--- src/rtl/btn_repeat_arbiter.sv ---
// Time-set button arbiter: one owner at a time, step pulse on fresh press, auto-repeat after hold.
// Optional BTN_REPEAT_ACCEL_EN halves the repeat interval after 8 repeat pulses until release.
module btn_repeat_arbiter #(
    parameter int NUM_BTN      = 3,
    parameter int HOLD_TICKS   = 500,
    parameter int REPEAT_TICKS = 100,
    parameter int CNT_W        = 10
) (
    input  logic               clk,
    input  logic               rst,
    input  logic               tick,
    input  logic [NUM_BTN-1:0] btn_level,
    output logic [NUM_BTN-1:0] step_pulse,
    output logic [NUM_BTN-1:0] owner,
    output logic               busy,
    output logic               repeating
);

    localparam logic [1:0] S_IDLE   = 2'd0;
    localparam logic [1:0] S_HOLD   = 2'd1;
    localparam logic [1:0] S_REPEAT = 2'd2;

    localparam logic [CNT_W-1:0] CNT_ONE   = CNT_W'(1);
    localparam logic [CNT_W-1:0] HOLD_LAST = CNT_W'(HOLD_TICKS - 1);
    localparam logic [CNT_W-1:0] REP_LAST  = CNT_W'(REPEAT_TICKS - 1);

    logic [1:0]         r_state;
    logic [CNT_W-1:0]   r_cnt;
    logic [NUM_BTN-1:0] r_prev_level;
    logic [NUM_BTN-1:0] r_step;
    logic [NUM_BTN-1:0] r_owner;
    logic               r_busy;
    logic               r_repeating;

    logic [NUM_BTN-1:0] w_fresh;
    logic [NUM_BTN-1:0] w_grant;
    logic               w_owner_held;
    logic [CNT_W-1:0]   w_rep_last;
    logic               w_hold_done;
    logic               w_rep_done;

    assign w_fresh      = btn_level & ~r_prev_level;
    // Isolate the lowest set bit: lowest-index fresh press wins.
    assign w_grant      = w_fresh & (~w_fresh + NUM_BTN'(1));
    assign w_owner_held = |(btn_level & r_owner);

`ifdef BTN_REPEAT_ACCEL_EN
    localparam int               FAST_TICKS = (REPEAT_TICKS / 2 > 1) ? REPEAT_TICKS / 2 : 1;
    localparam logic [CNT_W-1:0] FAST_LAST  = CNT_W'(FAST_TICKS - 1);

    logic [3:0] r_rep_cnt;

    assign w_rep_last = r_rep_cnt[3] ? FAST_LAST : REP_LAST;

    always_ff @(posedge clk) begin
        if (rst || r_state == S_IDLE) begin
            r_rep_cnt <= 4'd0;
        end else if (w_owner_held && (w_hold_done || w_rep_done) && r_rep_cnt != 4'hF) begin
            r_rep_cnt <= r_rep_cnt + 4'd1;
        end
    end
`else
    assign w_rep_last = REP_LAST;
`endif

    assign w_hold_done = tick && (r_state == S_HOLD)   && (r_cnt == HOLD_LAST);
    // >= guards the moment the interval shortens while the counter is mid-way.
    assign w_rep_done  = tick && (r_state == S_REPEAT) && (r_cnt >= w_rep_last);

    always_ff @(posedge clk) begin
        if (rst) begin
            r_state      <= S_IDLE;
            r_cnt        <= '0;
            r_prev_level <= '1;
            r_step       <= '0;
            r_owner      <= '0;
            r_busy       <= 1'b0;
            r_repeating  <= 1'b0;
        end else begin
            r_prev_level <= btn_level;
            r_step       <= '0;
            case (r_state)
                S_IDLE: begin
                    if (|w_fresh) begin
                        r_owner <= w_grant;
                        r_step  <= w_grant;
                        r_busy  <= 1'b1;
                        r_cnt   <= '0;
                        r_state <= S_HOLD;
                    end
                end
                S_HOLD, S_REPEAT: begin
                    // Release beats a coincident terminal tick.
                    if (!w_owner_held) begin
                        r_owner     <= '0;
                        r_busy      <= 1'b0;
                        r_repeating <= 1'b0;
                        r_cnt       <= '0;
                        r_state     <= S_IDLE;
                    end else if (w_hold_done || w_rep_done) begin
                        r_step      <= r_owner;
                        r_cnt       <= '0;
                        r_repeating <= 1'b1;
                        r_state     <= S_REPEAT;
                    end else if (tick) begin
                        r_cnt <= r_cnt + CNT_ONE;
                    end
                end
                default: begin
                    r_owner     <= '0;
                    r_busy      <= 1'b0;
                    r_repeating <= 1'b0;
                    r_cnt       <= '0;
                    r_state     <= S_IDLE;
                end
            endcase
        end
    end

    assign step_pulse = r_step;
    assign owner      = r_owner;
    assign busy       = r_busy;
    assign repeating  = r_repeating;

endmodule

--- config.mk ---
export PLATFORM = sky130hd
export DESIGN_NAME = btn_repeat_arbiter
export DESIGN_NICKNAME = d
export VERILOG_FILES = /design/src/rtl/btn_repeat_arbiter.sv
export SDC_FILE = /design/constraint.sdc
export NUM_CORES = 1
export LEC_CHECK = 0
export CAP_MARGIN = 20
export CORE_ASPECT_RATIO = 1.1
export CORE_MARGIN = 8
export CORE_UTILIZATION = 30
export CTS_CLUSTER_SIZE = 30
export DETAILED_ROUTE_END_ITERATION = 10
export GPL_ROUTABILITY_DRIVEN = 0
export PLACE_DENSITY = 0.45
export SLEW_MARGIN = 20
export SYNTH_ARGS = -nofsm -noshare
export SYNTH_HDL_FRONTEND = slang
export SYNTH_SLANG_ARGS = --single-unit
--- constraint.sdc ---
create_clock -name clk -period 3.8 [get_ports clk]
set_clock_uncertainty 0.15 [all_clocks]
set_input_delay 0.76 -clock clk [delete_from_list [all_inputs] [get_ports clk]]
set_output_delay 0.76 -clock clk [all_outputs]
set_load 0.1 [all_outputs]
==> run summary, run 1 <==
hold_ws = 0.356 ns
die area = 0.00603 sq mm
dpl cell area = 0.00131 sq mm
Crit path max-delay family = buffers and inverters
DRT iter0 DRCs = 60
Area Growth Syn to Fin = 18.8%
setup bufs post-CTS = 0
Final nets = 155
cell area power density = 374 mW/mm^2
# rows = 23
slew margin rel. = 34.6%
RSZ-0062 raised after global routing = false
CTS max path bufs = 2
H-tree depth = 1
clock root cell = clkbuf_8
sequential-to-total area share from yosys stat = 40.4%
largest net degree at the start of global routing = 17
most frequent cell after synthesis = dfxtp_1
Worst EP required = 2.89 ns
first-pass GRT wire length = 4590 microns
placed insts = 189
layout cells sized above 1 = 8.39%
worst vdd ir = 0.161 mV
Peak Freq = 0.363 GHz
Tcrit/Tclk final = 72.5%
vias post-DR = 947
Top Usage Layer GRT = met2
top cells by area, synth = dfxtp_1 40%, nor2_1 5.9%, ha_1 5.5%, xor2_1 4.6%, nand2_1 3.3%
clock slew at reported path FFs = 0.08 ns
status = completed
crit-path max cell delay = 1.17 ns
post-route design area = 0.00135 sq mm
Max Cap Violations = 0
CP Launch Type = flop
post-synth top area cell = dfxtp_1
Total Power = 506 uW
M1 GR Usage = 10.9%
Cells after Synth = 130
top cell type's share of synthesized area = 40.4%
Post-CTS Hold Fix Bufs = 0
#FFs+latches synth = 23
Setup crit end kind = output pin
core region area = 0.00365 sq mm
initial core utilization = 31.2%
Syn Area/Cell = 8.77 sq um
Worst Path Class, Setup = flop to output pin
syn nets = 141
worst-margin pin slew = 0.978 ns
initial antenna violation count = 0
ys async rst share = 0%
Synth Warn # = 0
worst skew pair latency = 0.26 ns
CP max FO = 4
Pins Over Slew Limit = 0
Num CTS Buffers = 3
final antenna-violating net count = 0
Worst Path Buf+Inv = 1
vias per inst = 4.91
met3 usage = 2.86%
Static Leak = 0.000488 uW
HPWL after DPL = 1910 microns
ANT cells = 0
synthesized area = 0.00114 sq mm
worst min-delay path class = flop to flop
Main synth FF type = dfxtp_1
M2 GR Usage = 16.1%
Yosys cell types = 39
slowest CP cell = clkdlybuf4s50_1
WL/cell = 13.1 microns
Post-Route WL = 2520 microns
EDFF count, synth = 0
final hold vios = 0
Die X = 74.8 microns
Fillers = 377
CP arrival = 1.84 ns
iteration count of the initial detailed-routing pass = 4
fin crit period = 2.75 ns
critical-path cell list = clkdlybuf4s50_1
number of global-route vias before repair = 1,043
Finished Layout Cells = 193
CTS tree = built
# DRC = 0
setup TNS = 0 ns
I/O pin total = 14
# resized after CTS = 0
Tot GR Track Use = 9.63%
IO Port Bufs = 13
final setup violation count = 0
TritonCTS Sinks = 23
die height = 80.7 microns
top post-synthesis cells by count = 23 x dfxtp_1, 18 x nor2_1, 10 x nand2_1
total gr overflow = 0
-- layout by cell type (no fill, tap or decap), types with 2 or more instances in the layout --
cell type	instances
a21oi_1	6
a31oi_1	2
a32oi_1	2
clkbuf_8	3
clkdlybuf4s50_1	13
dfxtp_1	23
ha_1	5
inv_1	5
nand2_1	10
nand2b_1	3
nand3_1	5
nand4_1	6
nor2_1	18
nor2b_1	2
nor3_1	6
nor4_1	2
o31ai_1	2
or2_2	3
xnor2_1	2
xor2_1	6
-- worst paths after layout --
| kind | cells past startpoint | end | from | slack [ns] |
|---|---|---|---|---|
| max | 1 | owner[1] | owner[1] | 1.05 |
| min | 2 | r_cnt[1] | r_cnt[1] | 0.36 |
| max reg2reg | 6 | r_cnt[8] | r_state[0] | 1.61 |
| min reg2reg | 2 | r_cnt[1] | r_cnt[1] | 0.36 |
-- cell families (layout without fill, tap and decap cells) --
group	Yosys count	after routing	share of synthesized area [%]
simple gates	63	63	28.4
flops	23	23	40.4
compound gates	22	22	15.7
buf+inv	9	22	3.84
xor+xnor	8	8	6.15
fa+ha+maj	5	5	5.49
-- where the power goes --
| group | leakage [uW] | internal [uW] | switching [uW] |
|---|---|---|---|
| clock network | 0.0000255 | 73.1 | 77.0 |
| logic | 0.000276 | 30.3 | 70.7 |
| registers | 0.000187 | 249 | 6.18 |
-- flip-flops by register name, indices dropped and copies added (netlist names) --
signal	cells
r_state	2
repeating	1
busy	1
r_prev_level	3
step_pulse	3
owner	3
r_cnt	10
-- final cells by class --
class / instances / area [sq um] / share of cell area (%)
clock buffer: 3 / 41.3 / 3.05
multi-input combinational: 98 / 636 / 47.0
tap: 50 / 62.6 / 4.62
sequential: 23 / 460 / 34.0
clock inverter: 1 / 5.00 / 0.370
inverter: 5 / 18.8 / 1.39
timing repair buffer: 13 / 130 / 9.61
-- worst register-to-register path: cells and delay by family (launching register included) --
family	cells	cell delay, ns
xor+xnor	1	0.13
buf+inv	1	0.11
flops	1	0.34
simple gates	3	1.04
fa+ha+maj	1	0.30
-- metrics by stage --
step,util (%),setup WS [ns]
after floorplan,-,1.42
after global placement,35.8,1.01
after detailed placement,35.8,0.993
after CTS,37.0,1.04
after global routing,37.0,0.988
final,37.0,1.05
-- metal layers --
| layer | wire, microns | vias to the layer above | share of wire (%) |
|---|---|---|---|
| met5 | 0 | - | 0 |
| met4 | 41 | 0 | 1.6 |
| met3 | 111 | 5 | 4.4 |
| met2 | 1220 | 17 | 48 |
| met1 | 1150 | 437 | 46 |
| li1 | - | 488 | - |
(Power assumes the default switching activity.)
==> inputs of run 2 (changes only) <==
- clock period: 3.8 -> 2.77 ns (I/O delays scaled with it)
==> run 2 against run 1 <==
Compared with the run above: core utilization up 0.068 points; global-route usage up 0.27 points; largest power group unchanged; worst hold slack about the same; non-clock buffer count up 3; critical endpoint is now r_cnt[7].
==> run summary, run 2 (synthesis gave the netlist of run 1 again) <==
CP endpoint = r_cnt[7]
dpl cell area = 0.00131 sq mm (+0.19%)
die area = 0.00603 sq mm (unchanged)
most common cell after layout, fill and taps aside = dfxtp_1
# rows = 23 (unchanged)
worst-margin pin slew = 0.433 ns (-0.545 ns)
Max Cap Violations = 0 (unchanged)
# DRC = 0 (unchanged)
Worst EP required = 2.77 ns (-0.12 ns)
first-pass GRT wire length = 4690 microns (+2.1%)
final setup violation count = 0 (unchanged)
Setup crit end kind = flop
layout cells sized above 1 = 15.8% (+7.4 points)
total gr overflow = 0 (unchanged)
ANT cells = 0 (unchanged)
reg2reg setup slack = 0.78 ns (-0.83 ns)
Peak Freq = 0.443 GHz
cell area power density = 522 mW/mm^2 (+40%)
number of global-route vias before repair = 1,007 (-3.5%)
hold path depth = 2 (unchanged)
setup TNS = 0 ns (unchanged)
IO Port Bufs = 13 (unchanged)
slew margin rel. = 71.1% (+37 points)
Area Growth Syn to Fin = 19.0%
post-route design area = 0.00136 sq mm (+0.18%)
CTS tree = built
core region area = 0.00365 sq mm (unchanged)
Setup WS post-layout = 0.510 ns (-0.536 ns)
largest net degree at the start of global routing = 14 (-3)
Static Leak = 0.000518 uW (+6.1%)
I/O pin total = 14 (unchanged)
CTS max path bufs = 2 (unchanged)
final hold vios = 0 (unchanged)
setup bufs post-CTS = 0 (unchanged)
vias post-DR = 980 (+3.5%)
Tcrit/Tclk final = 81.6%
crit path launch = btn_level[0]
final antenna-violating net count = 0 (unchanged)
Final nets = 158 (+1.9%)
largest reg by FF count = r_cnt
Worst Path Class, Setup = input pin to flop
initial antenna violation count = 0 (unchanged)
max reg flops = 10 (unchanged)
crit-path max cell delay = 0.47 ns (-0.70 ns)
r2r worst-path depth = 6 (unchanged)
worst skew pair latency = 0.27 ns (about the same)
# resized after CTS = 0 (unchanged)
placed insts = 192 (+1.6%)
clock root cell = clkbuf_8
Tot GR Track Use = 9.90% (+0.27 points)
WL/cell = 13.3 microns (+1.5%)
vias per inst = 5.00 (+1.9%)
Post-CTS Hold Fix Bufs = 0 (unchanged)
TritonCTS Sinks = 23 (unchanged)
slowest CP cell = a222oi_1
Die X = 74.8 microns (unchanged)
DP Worst Slack = 0.218 ns (-0.776 ns)
commonest cells after routing, fill and taps aside = 23 x dfxtp_1, 18 x nor2_1, 11 x buf_4
CP max FO = 8 (+4)
Pins Over Slew Limit = 0 (unchanged)
clock slew at reported path FFs = 0.08 ns (about the same)
iteration count of the initial detailed-routing pass = 4 (unchanged)
RSZ-0062 raised after global routing = false
initial core utilization = 31.2% (unchanged)
status = completed
RR Startpoint = r_state[0]
worst min-delay path class = flop to flop
Fillers = 377 (unchanged)
die height = 80.7 microns (unchanged)
Finished Layout Cells = 196 (+1.6%)
HPWL after DPL = 2000 microns (+4.5%)
critical-path cell list = clkdlybuf4s50_1 -> a222oi_1 -> nand2b_1 -> a21oi_2 -> o21bai_4 -> nor2_1
H-tree depth = 1 (unchanged)
Post-Route WL = 2600 microns (+3.1%)
fin crit period = 2.26 ns
DRT iter0 DRCs = 44 (-27%)
worst vdd ir = 0.225 mV (+40%)
CP arrival = 2.26 ns (+0.42 ns)
CP Launch Type = input pin
Num CTS Buffers = 3 (unchanged)
RR Endpoint = r_cnt[8]
==> run 2: how the worst min path moves through the flow <==
stage / startpoint / endpoint
after floorplan: r_cnt[1] / r_cnt[1]
after global placement: r_cnt[1] / r_cnt[1]
after detailed placement: r_cnt[1] / r_cnt[1]
after CTS: r_cnt[1] / r_cnt[1]
after global routing: r_cnt[1] / r_cnt[1]
final: r_cnt[1] / r_cnt[1]
==> run 2: per-stage QoR <==
step	hold WS [ns]	total power, uW	utilization [%]
floorplan	0.312	460	-
global placement	0.338	506	35.8
detailed placement	0.353	505	35.8
CTS	0.364	717	37.1
global route	0.393	747	37.1
finish	0.357	709	37.1
==> run 2: report_power, final <==
group	switching (uW)	leakage, uW	total [uW]	internal [uW]
sequential	7.93	0.000187	350	342
combinational	99.2	0.000305	146	46.5
clock	112	0.0000255	213	100
==> run 2: critical path, delay by kind of cell <==
family | cells | cell delay [ns]
buffers and inverters | 1 | 0.44
and+or+nand+nor | 2 | 0.44
AOI/OAI and AO/OA | 3 | 0.82
==> run 2: cell type report <==
class,count,area (sq um),share of cell area [%]
Multi-Input combinational cell,98,636,46.9
Sequential cell,23,460,33.9
Clock inverter,1,5.00,0.369
Timing Repair Buffer,16,133,9.78
Inverter,5,18.8,1.38
Clock buffer,3,41.3,3.04
Tap cell,50,62.6,4.61
==> run 2: layer usage <==
layer / track usage [%] / vias to the layer above / wire (microns) / share of wire (%)
li1: - / 499 / - / -
met5: 0 / - / 0 / 0
met1: 12.4 / 460 / 1210 / 47
met3: 2.74 / 2 / 110 / 4.2
met4: 3.53 / 0 / 25 / 0.96
met2: 15.6 / 19 / 1250 / 48
